<file path="src/rtl/blackbox_pkg.sv">
// Shared types and constants for the blackbox prober, which sweeps a
// 3-input combinational lab circuit and records its truth table.
package blackbox_pkg;

  typedef enum logic [1:0] {
    IDLE = 2'd0,
    WAIT = 2'd1,
    DONE = 2'd2
  } state_t;

  localparam int NUM_VEC = 8;
  localparam int IDX_W   = 3;

  // Truth table of the reference circuit z = ~b & (x | ~d), index {x,b,d}
  localparam logic [7:0] BLACKBOX_GOLDEN = 8'h31;

endpackage

</file>
<file path="src/rtl/blackbox_settle_counter.sv">
// Settle-time counter: counts wait cycles for one probe vector and flags the
// terminal count. The raw count is exported only with BLACKBOX_PROBER_STABILITY_EN.
module blackbox_settle_counter #(
  parameter int SETTLE = 2,
  parameter int CNT_W  = 4
) (
  input  logic             i_clk,
  input  logic             i_reset,
  input  logic             i_clear,
  input  logic             i_en,
`ifdef BLACKBOX_PROBER_STABILITY_EN
  output logic [CNT_W-1:0] o_cnt,
`endif
  output logic             o_tc
);

  logic [CNT_W-1:0] r_cnt;

  // Clear wins over enable so the terminal-count cycle wraps the count to zero
  always_ff @(posedge i_clk) begin
    if (i_reset || i_clear) begin
      r_cnt <= '0;
    end else if (i_en) begin
      r_cnt <= r_cnt + 1'b1;
    end
  end

`ifdef BLACKBOX_PROBER_STABILITY_EN
  assign o_cnt = r_cnt;
`endif
  assign o_tc = (r_cnt == CNT_W'(SETTLE));

endmodule

</file>
<file path="src/rtl/blackbox_prober.sv">
// Bench-side initiator that drives all 8 {x,b,d} vectors into a lab circuit and
// captures its truth table. BLACKBOX_PROBER_STABILITY_EN adds a settle-glitch detector.
module blackbox_prober
  import blackbox_pkg::*;
#(
  parameter int SETTLE = 2,
  parameter int CNT_W  = 4
) (
  input  logic       i_clk,
  input  logic       i_reset,
  input  logic       i_start,
  input  logic [7:0] i_expected,
  input  logic       i_probe_z,
  output logic       o_probe_x,
  output logic       o_probe_b,
  output logic       o_probe_d,
  output logic       o_busy,
  output logic       o_done,
  output logic [7:0] o_truth_table,
  output logic       o_match,
  output logic       o_unstable
);

  state_t           r_state;
  logic [IDX_W-1:0] r_idx;
  logic [7:0]       r_table;
  logic             r_match;

  state_t           w_state_next;
  logic [IDX_W-1:0] w_idx_next;
  logic [7:0]       w_table_next;
  logic             w_match_next;
  logic             w_cnt_clear;
  logic             w_cnt_en;
  logic             w_tc;
`ifdef BLACKBOX_PROBER_STABILITY_EN
  logic [CNT_W-1:0] w_cnt;
`endif

  blackbox_settle_counter #(
    .SETTLE (SETTLE),
    .CNT_W  (CNT_W)
  ) u_settle (
    .i_clk   (i_clk),
    .i_reset (i_reset),
    .i_clear (w_cnt_clear),
    .i_en    (w_cnt_en),
`ifdef BLACKBOX_PROBER_STABILITY_EN
    .o_cnt   (w_cnt),
`endif
    .o_tc    (w_tc)
  );

  always_ff @(posedge i_clk) begin
    if (i_reset) begin
      r_state <= IDLE;
      r_idx   <= '0;
      r_table <= '0;
      r_match <= 1'b0;
    end else begin
      r_state <= w_state_next;
      r_idx   <= w_idx_next;
      r_table <= w_table_next;
      r_match <= w_match_next;
    end
  end

  // idx stops at 7 after a sweep so the probes keep showing the last vector
  always_comb begin
    w_state_next = r_state;
    w_idx_next   = r_idx;
    w_table_next = r_table;
    w_match_next = r_match;
    w_cnt_clear  = 1'b0;
    w_cnt_en     = 1'b0;
    case (r_state)
      IDLE: begin
        if (i_start) begin
          w_table_next = '0;
          w_match_next = 1'b0;
          w_idx_next   = '0;
          w_cnt_clear  = 1'b1;
          w_state_next = WAIT;
        end
      end
      WAIT: begin
        w_cnt_en = 1'b1;
        if (w_tc) begin
          w_cnt_clear         = 1'b1;
          w_table_next[r_idx] = i_probe_z;
          if (r_idx == IDX_W'(NUM_VEC - 1)) begin
            w_state_next = DONE;
          end else begin
            w_idx_next = r_idx + 1'b1;
          end
        end
      end
      DONE: begin
        w_match_next = (r_table == i_expected);
        w_state_next = IDLE;
      end
      default: w_state_next = IDLE;
    endcase
  end

  assign {o_probe_x, o_probe_b, o_probe_d} = r_idx;
  assign o_busy        = (r_state == WAIT);
  assign o_done        = (r_state == DONE);
  assign o_truth_table = r_table;
  assign o_match       = r_match;

`ifdef BLACKBOX_PROBER_STABILITY_EN
  localparam logic [CNT_W-1:0] SHADOW_AT = (SETTLE == 0) ? '0 : CNT_W'(SETTLE - 1);

  logic r_shadow;
  logic r_unstable;
  logic w_ref;

  // With no settle time the shadow and the sample are the same cycle
  assign w_ref = (SETTLE == 0) ? i_probe_z : r_shadow;

  always_ff @(posedge i_clk) begin
    if (i_reset) begin
      r_shadow   <= 1'b0;
      r_unstable <= 1'b0;
    end else begin
      if (r_state == WAIT && w_cnt == SHADOW_AT) begin
        r_shadow <= i_probe_z;
      end
      if (r_state == IDLE && i_start) begin
        r_unstable <= 1'b0;
      end else if (r_state == WAIT && w_tc && i_probe_z != w_ref) begin
        r_unstable <= 1'b1;
      end
    end
  end

  assign o_unstable = r_unstable;
`else
  assign o_unstable = 1'b0;
`endif

endmodule

</file>
<file path="config.mk">
export PLATFORM = sky130hd
export DESIGN_NAME = blackbox_prober
export DESIGN_NICKNAME = d
export VERILOG_FILES = /design/src/rtl/blackbox_pkg.sv /design/src/rtl/blackbox_settle_counter.sv /design/src/rtl/blackbox_prober.sv
export SDC_FILE = /design/constraint.sdc
export NUM_CORES = 1
export LEC_CHECK = 0
export CAP_MARGIN = 20
export CORE_MARGIN = 5
export CORE_UTILIZATION = 42
export DETAILED_ROUTE_END_ITERATION = 7
export PLACE_DENSITY = 0.85
export SYNTH_ARGS = -nofsm -noshare
export SYNTH_HDL_FRONTEND = slang
export SYNTH_HIERARCHICAL = 1
export SYNTH_SLANG_ARGS = --single-unit
</file>
<file path="constraint.sdc">
create_clock -name i_clk -period 1.9 [get_ports i_clk]
set_input_delay 0.38 -clock i_clk [delete_from_list [all_inputs] [get_ports i_clk]]
set_output_delay 0.38 -clock i_clk [all_outputs]
set_load 0.02 [all_outputs]
</file>
==> results of run 1 <==
## layer usage
layer	wire length (um)	part of all wire, %
met1	971	43
met2	1170	51
met3	103	4.5
met4	38	1.7
met5	0	0
## cell families after synthesis
kind of cell               synth area share, %
adders and majority gates                 5.10
AOI/OAI and AO/OA                         20.8
buffers and inverters                     4.08
xor gates and xnor gates                  8.02
DFF                                       36.7
and+or+nand+nor                           23.8
other                                    0.382
muxes                                     1.15
## path summary, 6_finish.rpt
kind                                  startpoint                            end  cells past startpoint  slack (ns)
setup / recovery           r_idx[0]$_SDFFE_PP0P_                      o_probe_d                      1        0.14
setup reg to reg  u_settle/r_cnt[0]$_SDFFE_PP0P_  o_truth_table[5]$_SDFFE_PP0P_                      8        0.16
hold / removal     o_truth_table[0]$_SDFFE_PP0P_  o_truth_table[0]$_SDFFE_PP0P_                      2        0.51
hold reg to reg    o_truth_table[0]$_SDFFE_PP0P_  o_truth_table[0]$_SDFFE_PP0P_                      2        0.51
## worst register-to-register path: stages (launching register included)
cell and delay, ns:
dfxtp_1 0.36, inv_1 0.07, ha_1 0.14, nor3b_1 0.27, buf_4 0.20, nand3b_4 0.12, nor3_2 0.25, nand3_1 0.13
a21oi_1 0.15
## layout make-up
type                            count  area [um^2]
Fill cell                         193          920
Timing Repair Buffer               30          289
Sequential cell                    18          367
Inverter                            5         18.8
Tap cell                           28         35.0
Multi-Input combinational cell     89          582
Clock buffer                        3         22.5
## where the power goes
group	internal, uW	switching, uW	total (uW)
Sequential	384	9.45	393
Combinational	59.9	61.3	121
Clock	73.6	108	182
## metrics by stage
step / hold WS (ns) / setup WS (ns) / total power [uW]
finish: 0.506 / 0.142 / 696
global route: 0.539 / 0.0289 / 733
CTS: 0.510 / 0.00883 / 702
detailed placement: 0.500 / 0.209 / 524
global placement: 0.492 / 0.233 / 519
floorplan: 0.449 / 0.0990 / 467
## flip-flops by register name (all words and copies together) (netlist names)
name	cells
o_truth_table	8
u_settle/r_cnt	4
r_idx	3
r_state	2
o_match	1
## layout by cell type (no fill, tap or decap), types with 4 or more instances in the layout
cell type         n
xnor2_1           5
nor2_1            8
nand2_1           8
dfxtp_1          13
a21oi_1          17
xor2_1            4
o21ai_1           8
dfxtp_2           5
buf_4             5
inv_1             4
clkdlybuf4s50_1  23
ha_1              4
## timing repair
item,in CTS,in global routing
gates cloned,0,0
hold buffers,0,0
endpoints found under the setup margin,3,3
gates resized for setup,3,4
==> results.txt, run 1 <==
placed cells: 170
slowest stage cell on the critical path: clkdlybuf4s50_1
met1 GRT Util: 16.4%
CP Data Required Time: 1.52 ns
CP Capture Type: output pin
vias: 911
Static Leak: 0.000553 uW
global-route wire length before repair: 3820 um
post-synthesis async set-or-reset flop share: 0%
clock skew: 0.00291 ns
CP peak stage delay: 0.64 ns
buffers and inverters on the worst path: 1
RSZ-0062 raised after global routing: false
gr busiest metal: met2
Area contributors post-synth: dfxtp_1 (37%), a21oi_1 (8.7%), ha_1 (5.1%), xnor2_1 (4.5%), o21ai_1 (4.1%)
met2 usage: 25.4%
total negative slack: 0 ns
Synthesis Warnings: 6
Pre-Repair DR Iteration Count: 5
#FFs+latches synth: 18
syn avg cell area: 8.47 um^2
Yosys top cell area share: 36.7%
fraction of layout instances using a drive strength above 1: 13.8%
initial drt markers: 24
EDFF count, synth: 0
initial antenna violation count: 0
Final HPWL DP: 1850 um
Layout Nets: 163
placed cell areas: 1280 um^2
Crit Path Max Fanout: 11
Fmax: 569 MHz
PortBufs: 25
fin. max-slew vios: 0
met3 Usage GRT: 2.63%
P&R area growth vs syn: 33.8%
Net Count, Synth: 132
Die Wd: 58.4 um
clk_lat worst skew: 0.29 ns
CTS tree: yes
Starting Density: 44.0%
mapped cell area: 982 um^2
run status: complete, no violations
most used flip-flop cell after synthesis: dfxtp_1
Num CTS Buffers: 3
n_diodes: 0
vias per cell: 5.27
# Post-CTS Setup Buffers: 0
Die H: 58.4 um
part of the cycle the worst path needs: 92.5%
Critical Path AT: 1.38 ns
Synth Instances: 116
clk root buf: clkbuf_4
antenna-violating nets left: 0
Max Buffers Root-to-Sink: 2
post-synth cell types: 36
cell with the most instances after synthesis: dfxtp_1
post-synthesis sequential area ratio: 36.7%
DR DRC count: 0
commonest cells in the netlist: dfxtp_1 (18), a21oi_1 (17), nand2_1 (8), nor2_1 (8), o21ai_1 (8)
Clock Sinks: 18
clock transition at the registers of the reported paths: 0.09 ns
GPL Wtd Cong: 0.857
all-layer global routing usage: 14.2%
pin count of the biggest net entering global routing: 15
final WL: 2280 um
Final min period: 1.76 ns
Setup crit start kind: flop
vias in the first global route: 880
wire per inst: 13.2 um
final hold violations: 0
Design Area, Final: 1310 um^2
pwr dens: 530 nW/um^2
final non-filler cell total: 173
Core Footprint: 2230 um^2
Setup Crit Path Kind: reg2out
Rows: 17
Cell Chain, Critical Path: clkdlybuf4s50_1
# IOs: 27
worst vdd ir: 0.000334 V
max-capacitance violation count: 0
CTS H-tree lvls: 1
Worst path top cell family by delay: buffers and inverters
total grt overflow: 0
area leader, netlist: dfxtp_1
Layout Utilization: 58.8%
Hold WC Path Type: reg2reg
Die ar.: 3410 um^2
Finish-stage setup viols: 0
Note: power is estimated with default switching activity, not from simulation.
==> inputs of run 2 (changes only) <==
SKIP_LAST_GASP = 1   (was not set)
==> run 2 against run 1 <==
  * Register-to-register slack hardly changed
  * Total power hardly changed
  * Maximum frequency is 4.7% lower
  * Combinational power hardly changed
  * Global-route usage stayed put
  * Largest power group unchanged
  * Clock power hardly changed
==> results.txt, run 2 (synthesized netlist as in run 1, its figures left out) <==
Die Wd: 58.4 um
Worst path top cell family by delay: buffers and inverters
Die ar.: 3410 um^2
Hold WC Path Type: reg2reg
RSZ-0062 raised after global routing: true
pin count of the biggest net entering global routing: 15
max-capacitance violation count: 0
CTS tree: yes
all-layer global routing usage: 14.2%
fraction of layout instances using a drive strength above 1: 13.8%
Starting Density: 44.0%
antenna-violating nets left: 0
most frequent cells in the layout: clkdlybuf4s50_1 (24), a21oi_1 (17), dfxtp_1 (13)
worst vdd ir: 0.000334 V
initial drt markers: 24
wire per inst: 13.2 um
PortBufs: 25
Cell Chain, Critical Path: and2b_1 -> clkdlybuf4s50_1
# Post-CTS Setup Buffers: 0
Largest register FFs: 8
vias per cell: 5.27
part of the cycle the worst path needs: 97.1%
Final min period: 1.85 ns
P&R area growth vs syn: 33.5%
final WL: 2280 um
CTS H-tree lvls: 1
Rows: 17
vias in the first global route: 880
Pre-Repair DR Iteration Count: 5
# IOs: 27
GPL Wtd Cong: 0.857
Finish-stage setup viols: 0
pwr dens: 531 nW/um^2
Critical Path AT: 1.47 ns
clk_lat worst skew: 0.29 ns
fin. max-slew vios: 0
final hold violations: 0
clock skew: 0.00291 ns
Num CTS Buffers: 3
Static Leak: 0.000534 uW
Worst Hold Slack: 0.506 ns
Fmax: 542 MHz
Setup crit start kind: flop
global-route wire length before repair: 3820 um
Crit Path Max Fanout: 7
vias: 911
CP Data Required Time: 1.52 ns
total grt overflow: 0
Max Buffers Root-to-Sink: 2
n_diodes: 0
final non-filler cell total: 173
initial antenna violation count: 0
hold buffer count at cts: 0
Layout Nets: 163
CP Capture Type: output pin
slowest stage cell on the critical path: clkdlybuf4s50_1
Tot Pwr: 696 uW
placed cells: 170
Setup Crit Path Kind: reg2out
Die H: 58.4 um
CP peak stage delay: 0.60 ns
buffers and inverters on the worst path: 1
clock transition at the registers of the reported paths: 0.09 ns
most common cell after layout, fill and taps aside: clkdlybuf4s50_1
DR DRC count: 0
Final HPWL DP: 1850 um
Worst R2R Setup Slack: 0.16 ns
Clock Sinks: 18
Core Footprint: 2230 um^2
run status: complete, no violations
clk root buf: clkbuf_4
## run 2: repair_timing
item | CTS | global route
setup endpoints to repair | 3 | 3
endpoints found under the hold margin | 0 | 0
gates resized for setup | 3 | 3
pin swaps | 0 | 0
gates cloned | 0 | 0
## run 2: worst paths after layout
kind,start,endpoint,cells after the start
setup / recovery,r_state[0]$_SDFFE_PP0P_,o_done,2
hold / removal,o_truth_table[0]$_SDFFE_PP0P_,o_truth_table[0]$_SDFFE_PP0P_,2
setup reg to reg,u_settle/r_cnt[0]$_SDFFE_PP0P_,o_truth_table[5]$_SDFFE_PP0P_,8
hold reg to reg,o_truth_table[0]$_SDFFE_PP0P_,o_truth_table[0]$_SDFFE_PP0P_,2
## run 2: metrics by stage
step / area (um^2) / TNS [ns] / worst slack [ns] / util, %
4_1_cts: 1310 / 0 / 0.00883 / 58.5
2_1_floorplan: 982 / 0 / 0.0990 / -
3_5_place_dp: 1280 / 0 / 0.209 / 57.5
6_report: 1310 / 0 / 0.0549 / 58.7
3_3_place_gp: 1280 / 0 / 0.233 / 57.5
5_1_grt: 1310 / -0.0210 / -0.0210 / 58.7
## run 2: per-layer routing
layer  track usage [%]  vias to the layer above  part of all wire [%]
met1              16.4                      419                    43
met2              25.4                       21                    51
li1                  -                      467                     -
met3              2.63                        4                   4.1
met5                 0                        -                     0
met4              5.96                        0                   1.7
## run 2: layout make-up
type	instances	area, um^2
Fill cell	194	922
Multi-Input combinational cell	89	582
Sequential cell	18	367
Timing Repair Buffer	30	287
Tap cell	28	35.0
Clock buffer	3	22.5
Inverter	5	18.8
## run 2: worst min-delay path, cell delays in order (launching register included)
cell     delay (ns)
dfxtp_1        0.34
o21ai_1        0.07
a21oi_1        0.06
## run 2: power by group
| group | internal, uW | leakage [uW] | total, uW | switching, uW |
|---|---|---|---|---|
| combinational | 59.9 | 0.000372 | 121 | 61.3 |
| clock | 73.6 | 0.0000138 | 182 | 108 |
| sequential | 384 | 0.000148 | 393 | 9.45 |
